## config.mk

```make
export PLATFORM = sky130hd
export DESIGN_NAME = pll_reset_seq
export DESIGN_NICKNAME = d
export VERILOG_FILES = /design/src/rtl/pll_reset_seq.sv
export SDC_FILE = /design/constraint.sdc
export NUM_CORES = 1
export LEC_CHECK = 0
export BUFFER_PORTS_ARGS = -buffer_cell sky130_fd_sc_hd__buf_4
export CAP_MARGIN = 20
export CORE_MARGIN = 4
export CORE_UTILIZATION = 40
export CTS_BUF_LIST = sky130_fd_sc_hd__clkbuf_16
export DETAILED_ROUTE_END_ITERATION = 10
export GPL_TIMING_DRIVEN = 0
export PLACE_DENSITY_LB_ADDON = 0.3
export SYNTH_ARGS = -nofsm -noshare
export SYNTH_HDL_FRONTEND = slang
export SYNTH_SLANG_ARGS = --single-unit
export TNS_END_PERCENT = 20
```

## constraint.sdc

```tcl
create_clock -name clock_in -period 2 [get_ports clock_in]
set_input_delay 0.2 -clock clock_in [delete_from_list [all_inputs] [get_ports clock_in]]
set_output_delay 0.2 -clock clock_in [all_outputs]
set_load 0.05 [all_outputs]
```

## src/rtl/pll_reset_seq.sv

```systemverilog
// Reset sequencer for the PLL clock domain: waits for a stable, synchronised
// lock, then releases the system reset and, after a further delay, the CPU reset.
module pll_reset_seq #(
    parameter int SYNC_STAGES = 2,
    parameter int HOLD_CYCLES = 1024,
    parameter int CPU_DELAY   = 256,
    parameter int CNT_W       = 16
) (
    input  logic       clock_in,
    input  logic       reset_n,
    input  logic       pll_locked,
    input  logic       cpu_reset_req,
    output logic       sys_reset_n,
    output logic       cpu_reset_n,
    output logic       lock_lost,
    output logic [1:0] seq_state
);

    typedef enum logic [1:0] {
        WAIT_LOCK = 2'd0,
        HOLD      = 2'd1,
        CPU_WAIT  = 2'd2,
        RUN       = 2'd3
    } state_t;

    localparam logic [CNT_W-1:0] HOLD_LAST = CNT_W'(HOLD_CYCLES - 1);
    localparam logic [CNT_W-1:0] CPU_LAST  = CNT_W'(CPU_DELAY - 1);

    logic [SYNC_STAGES-1:0] sync_q;
    logic                   lock_s;
    state_t                 state_q, state_d;
    logic [CNT_W-1:0]       cnt_q, cnt_d;
    logic                   lost_q, lost_d;
    logic                   sys_q, cpu_q;

    assign lock_s = sync_q[SYNC_STAGES-1];

    // Loss of synchronised lock is checked first in every state, so it
    // always wins over a pending CPU re-reset request.
    always_comb begin
        state_d = state_q;
        cnt_d   = cnt_q;
        lost_d  = lost_q;
        unique case (state_q)
            WAIT_LOCK: begin
                if (lock_s) begin
                    state_d = HOLD;
                    cnt_d   = '0;
                end
            end
            HOLD: begin
                if (!lock_s) begin
                    state_d = WAIT_LOCK;
                end else if (cnt_q == HOLD_LAST) begin
                    state_d = CPU_WAIT;
                    cnt_d   = '0;
                end else begin
                    cnt_d = cnt_q + CNT_W'(1);
                end
            end
            CPU_WAIT: begin
                if (!lock_s) begin
                    state_d = WAIT_LOCK;
                    lost_d  = 1'b1;
                end else if (cpu_reset_req) begin
                    cnt_d = '0;
                end else if (cnt_q == CPU_LAST) begin
                    state_d = RUN;
                end else begin
                    cnt_d = cnt_q + CNT_W'(1);
                end
            end
            RUN: begin
                if (!lock_s) begin
                    state_d = WAIT_LOCK;
                    lost_d  = 1'b1;
                end else if (cpu_reset_req) begin
                    state_d = CPU_WAIT;
                    cnt_d   = '0;
                end
            end
            default: state_d = WAIT_LOCK;
        endcase
    end

    // Reset outputs are registered from the next state so they move on the
    // same edge as seq_state.
    always_ff @(posedge clock_in) begin
        if (!reset_n) begin
            sync_q  <= '0;
            state_q <= WAIT_LOCK;
            cnt_q   <= '0;
            lost_q  <= 1'b0;
            sys_q   <= 1'b0;
            cpu_q   <= 1'b0;
        end else begin
            sync_q  <= {sync_q[SYNC_STAGES-2:0], pll_locked};
            state_q <= state_d;
            cnt_q   <= cnt_d;
            lost_q  <= lost_d;
            sys_q   <= (state_d == CPU_WAIT) || (state_d == RUN);
            cpu_q   <= (state_d == RUN);
        end
    end

    assign sys_reset_n = sys_q;
    assign cpu_reset_n = cpu_q;
    assign lock_lost   = lost_q;
    assign seq_state   = state_q;

endmodule
```

## Word level (Yosys, flattened, before mapping)

Index checks and enable logic that the tools add are counted.

- Register bits after elaboration: 23

- Add/sub/neg operators: 1
- Eq/ne operators: 13
- Mux-type cells: 18
- Bitwise logic cells: 1
- Reduce and logical (&&, ||, !) cells: 5

Operators by type and width:

| cell | number |
|---|---|
| $mux 16 | 8 |
| $pmux 16 s4 | 1 |
| $add 16x1->16 const B | 1 |
| $eq 16x10->1 const B | 1 |
| $eq 16x8->1 const B | 1 |
| $mux 2 | 8 |
| $ne 2x2->1 const B | 5 |
| $eq 2x2->1 const B | 4 |
| $pmux 2 s4 | 1 |
| $reduce_and 6->1 | 1 |
| $ne 3x3->1 const B | 1 |
| $eq 2x1->1 const B | 1 |
| $logic_not 2->1 | 1 |
| $reduce_and 2->1 | 1 |
| $reduce_or 2->1 | 1 |
| $logic_or 1x1->1 | 1 |
| $not 1->1 | 1 |

## Longest topological paths before layout

- Word-level depth: 7
- Mapped depth: 8

## Worst setup path after synthesis

Ideal clock, no wire load.

- Path type: flip-flop to flip-flop
- Start: register state_q[1], in the netlist seq_state[1]
- End: register cnt_q[6]
- Setup time: 0.070 ns
- Data arrival time: 2.343 ns
- Data required time: 1.930 ns
- Setup slack: -0.413 ns
- Cell stages (with the launch flop): 8
- Path buffers: 0
- Clock period less this slack: 2.413 ns
- Cell sequence: dfxtp_1 > inv_1 > ha_1 > nor4_4 > a21oi_2 > o21bai_4 > or4_1 > a21oi_1

- Word-level cells in the longest chain between the ends: 3
- Elaborated cells between the ends (all ways): 12
- Classes of those cells: 9 x eq/ne; 1 x mux; 2 x reduce/logical

RTL lines:

| what | RTL line | RTL |
|---|---|---|
| from (decl) | 31 | `state_t state_q, state_d;` |
| from (signal assigned) | 98 | `state_q <= state_d;` |
| $eq 2x2->1, or another cell as far along | 44 | `unique case (state_q)` |
| $ne 3x3->1 (no source line) / $ne 2x2->1 (equally long branches) | - |  |
| $reduce_and 6->1 (no source line) | - |  |
| to (signal assigned) | 99 | `cnt_q <= cnt_d;` |
| to (decl) | 32 | `logic [CNT_W-1:0] cnt_q, cnt_d;` |

Parallel ways exist; a longest one is shown, timed or not.
A chain may end at the register's enable or synchronous reset.

## Final worst setup path

- Start: register state_q[0], in the netlist seq_state[0]
- End: register cnt_q[3]

The elaborated chain is that of the path after synthesis.

==> results.cfg <==
[routing]
drc = 0
post_drt_wl_per_cell_um = 13.4
dr.pass1.iters = 4
vias = 1097
via_per_inst = 5.35
finalWirelength_mm = 2.75
drt_iter0_drc = 55
ant_nets = 0

[global_route]
track_usage_pct = 13.0
grt_remaining_overflow = 0
grt_pass1_vias = 1008
grt_pass1_wl_mm = 4.37
grt_max_degree = 13
antenna_found_initial = 0

[critical_path]
rr_worst_depth = 8
r2r_setup_slack_ps = 30
worstPathArrival_ps = 2160
crit_path_end_kind = flop
r2r_end = cnt_q[3]
r2r-start = seq_state[0]
critPathKind = flop to flop
critPathLaunchType = flop
path_max_fanout = 8
required_ps = 2190

[die]
dieWidth_um = 63.9
core-area_um2 = 3030
dieArea_um2 = 4080
rows = 20
initial_utilization_pct = 41.2
ios = 9
die_h_um = 63.9

[final_layout]
n_antenna_cell = 0
drive_above_1_share_pct = 27.3
syn2layout_area_growth_pct = 28.8
multi_input_area_um2 = 835
fill_cells = 275
final_cells = 205
fin_nets = 172
final_cell_mix = dfxtp_1 (21), nor2_1 (17), buf_4 (15)
final_common_cell = dfxtp_1
seqCellArea_um2 = 468

[timing]
hold_slack_ps = 144
rsz0062_at_grt = yes
max_slew_margin_pct = 75.3
fmax_ghz = 0.508
skew_ps = 5.98
finalCritPeriodShare_pct = 98.5
setup_viol = 0
tns_ps = 0
min_period_ps = 1970
layout_setup_ws_ps = 30.7
worstMarginPinSlew_ps = 366
hold_violations = 0
drv_slew = 0

[power]
peakVddDrop_v = 0.000409
p_leak_nw = 0.539
power.density_nw_per_um2 = 630

[clock_network]
clock_latency_ps = 260
cts_buffer_depth = 2
htreeDepth = 1
clk_pin_slew_ps = 60
cts_tree = done
cts_buffers = 3
cts_sinks = 23
root_buffer = clkbuf_16

[yosys]
synth_area_um2 = 1250
synth_edf_count = 0
ys_warn_count = 0
dominantRegCellSynth = dfxtp_1
syn_nets = 151
yosysSeqAreaShare_pct = 36.9
synth-async-reset-ratio_pct = 0
syn_area_per_cell_um2 = 8.86
syn_inst = 141
synth_cell_types = 40
ys_ff_latch = 23

[place]
gp_congestion = 0.832
dp_hpwl_mm = 1.80
port_buffers = 8
numPlacedInstances = 193
dp_worst_setup_slack_ps = -35.6

[min_path]
holdCritPathClass = input pin to flop
min_from = pll_locked
hold_depth = 2
holdPathEnd = sync_q[0]

[run_status]
outcome = finished clean

[flow_run]
drv_cap = 0
==> worst max-delay path by stage <==
stage	end	start	cells past startpoint	slack, ps
5_1_grt	cnt_q[14]	seq_state[0]	8	-70
3_3_place_gp	cpu_reset_n	seq_state[0]	7	-50
3_5_place_dp	cpu_reset_n	seq_state[0]	7	-40
6_report	cnt_q[3]	seq_state[0]	8	30
2_1_floorplan	cnt_q[6]	seq_state[1]	7	10
4_1_cts	cnt_q[7]	seq_state[1]	7	-30
==> kinds of logic (layout without fill, tap and decap cells) <==
group | Yosys count | after routing | synth area share, %
AO/OA/AOI/OAI | 31 | 31 | 17.3
AND/OR/NAND/NOR | 63 | 63 | 30.0
flip-flops | 23 | 23 | 36.9
adder cells (fa/ha/maj) | 6 | 6 | 6.01
multiplexers | 1 | 1 | 0.802
XOR/XNOR | 8 | 8 | 5.61
buffers and inverters | 9 | 29 | 3.41
==> state kept, by name, summed over array words and instances, names as in the netlist <==
name,flops
lock_lost,1
sync_q,2
cnt_q,16
seq_state,2
cpu_reset_n,1
sys_reset_n,1
==> layer usage <==
| metal | part of all wire, % | global-route usage, % |
|---|---|---|
| met1 | 47 | 15.8 |
| met2 | 49 | 22.5 |
| met3 | 3.4 | 3.69 |
| met4 | 0.62 | 3.23 |
| met5 | 0 | 0 |
==> cell usage after synthesis, types with 2 or more instances <==
| library cell | n | area [um^2] |
|---|---|---|
| o31ai_1 | 4 | 30.0 |
| nor3_1 | 3 | 15.0 |
| a31oi_1 | 2 | 12.5 |
| o21ai_0 | 7 | 35.0 |
| and2_1 | 3 | 18.8 |
| xnor2_1 | 7 | 61.3 |
| and4_1 | 3 | 26.3 |
| inv_1 | 7 | 26.3 |
| nor2_1 | 18 | 67.6 |
| nand3_1 | 6 | 30.0 |
| or4_1 | 3 | 22.5 |
| nand2_1 | 6 | 22.5 |
| nor4_1 | 3 | 18.8 |
| a21oi_1 | 9 | 45.0 |
| nand2b_1 | 2 | 12.5 |
| dfxtp_1 | 23 | 460 |
| or3_1 | 4 | 25.0 |
| nand4_1 | 3 | 18.8 |
| ha_1 | 6 | 75.1 |
| and3_1 | 2 | 12.5 |
==> worst max-delay path, cell delays in order (launching register included) <==
cell and delay [ps]:
dfxtp_4 400, inv_4 60, ha_4 160, nor4_4 390
a21oi_4 80, o21bai_4 240, buf_6 140, or3_1 300
a21oi_1 140
==> area by class of cell <==
class / count / area share (%)
Multi-Input combinational cell: 109 / 51.9
Buffer: 2 / 1.01
Clock buffer: 3 / 4.67
Timing Repair Buffer: 16 / 7.70
Tap cell: 44 / 3.42
Inverter: 7 / 1.95
Clock inverter: 1 / 0.233
Sequential cell: 23 / 29.1
==> through the flow <==
step                power [W]  area [um^2]  util, %
floorplan            0.000537         1260        -
global placement     0.000558         1370     45.4
detailed placement   0.000559         1370     45.4
CTS                  0.000990         1460     48.3
global route          0.00105         1610     53.1
finish                0.00101         1610     53.1
==> power breakdown <==
group / switching (W) / leakage [nW] / internal (W)
combinational: 0.0000572 / 0.309 / 0.0000542
sequential: 0.00000744 / 0.187 / 0.000462
clock: 0.000166 / 0.0423 / 0.000267
total: 0.000231 / 0.539 / 0.000783
==> timing repair <==
| item | 4_1_cts | 5_1_grt |
|---|---|---|
| buffers inserted | 0 | 8 |
| resized for setup | 2 | 17 |
| pin swaps | 0 | 12 |
| hold buffers | 0 | 0 |
| setup endpoints to repair | 7 | 15 |
No activity file was read; power rests on OpenSTA's default activity.
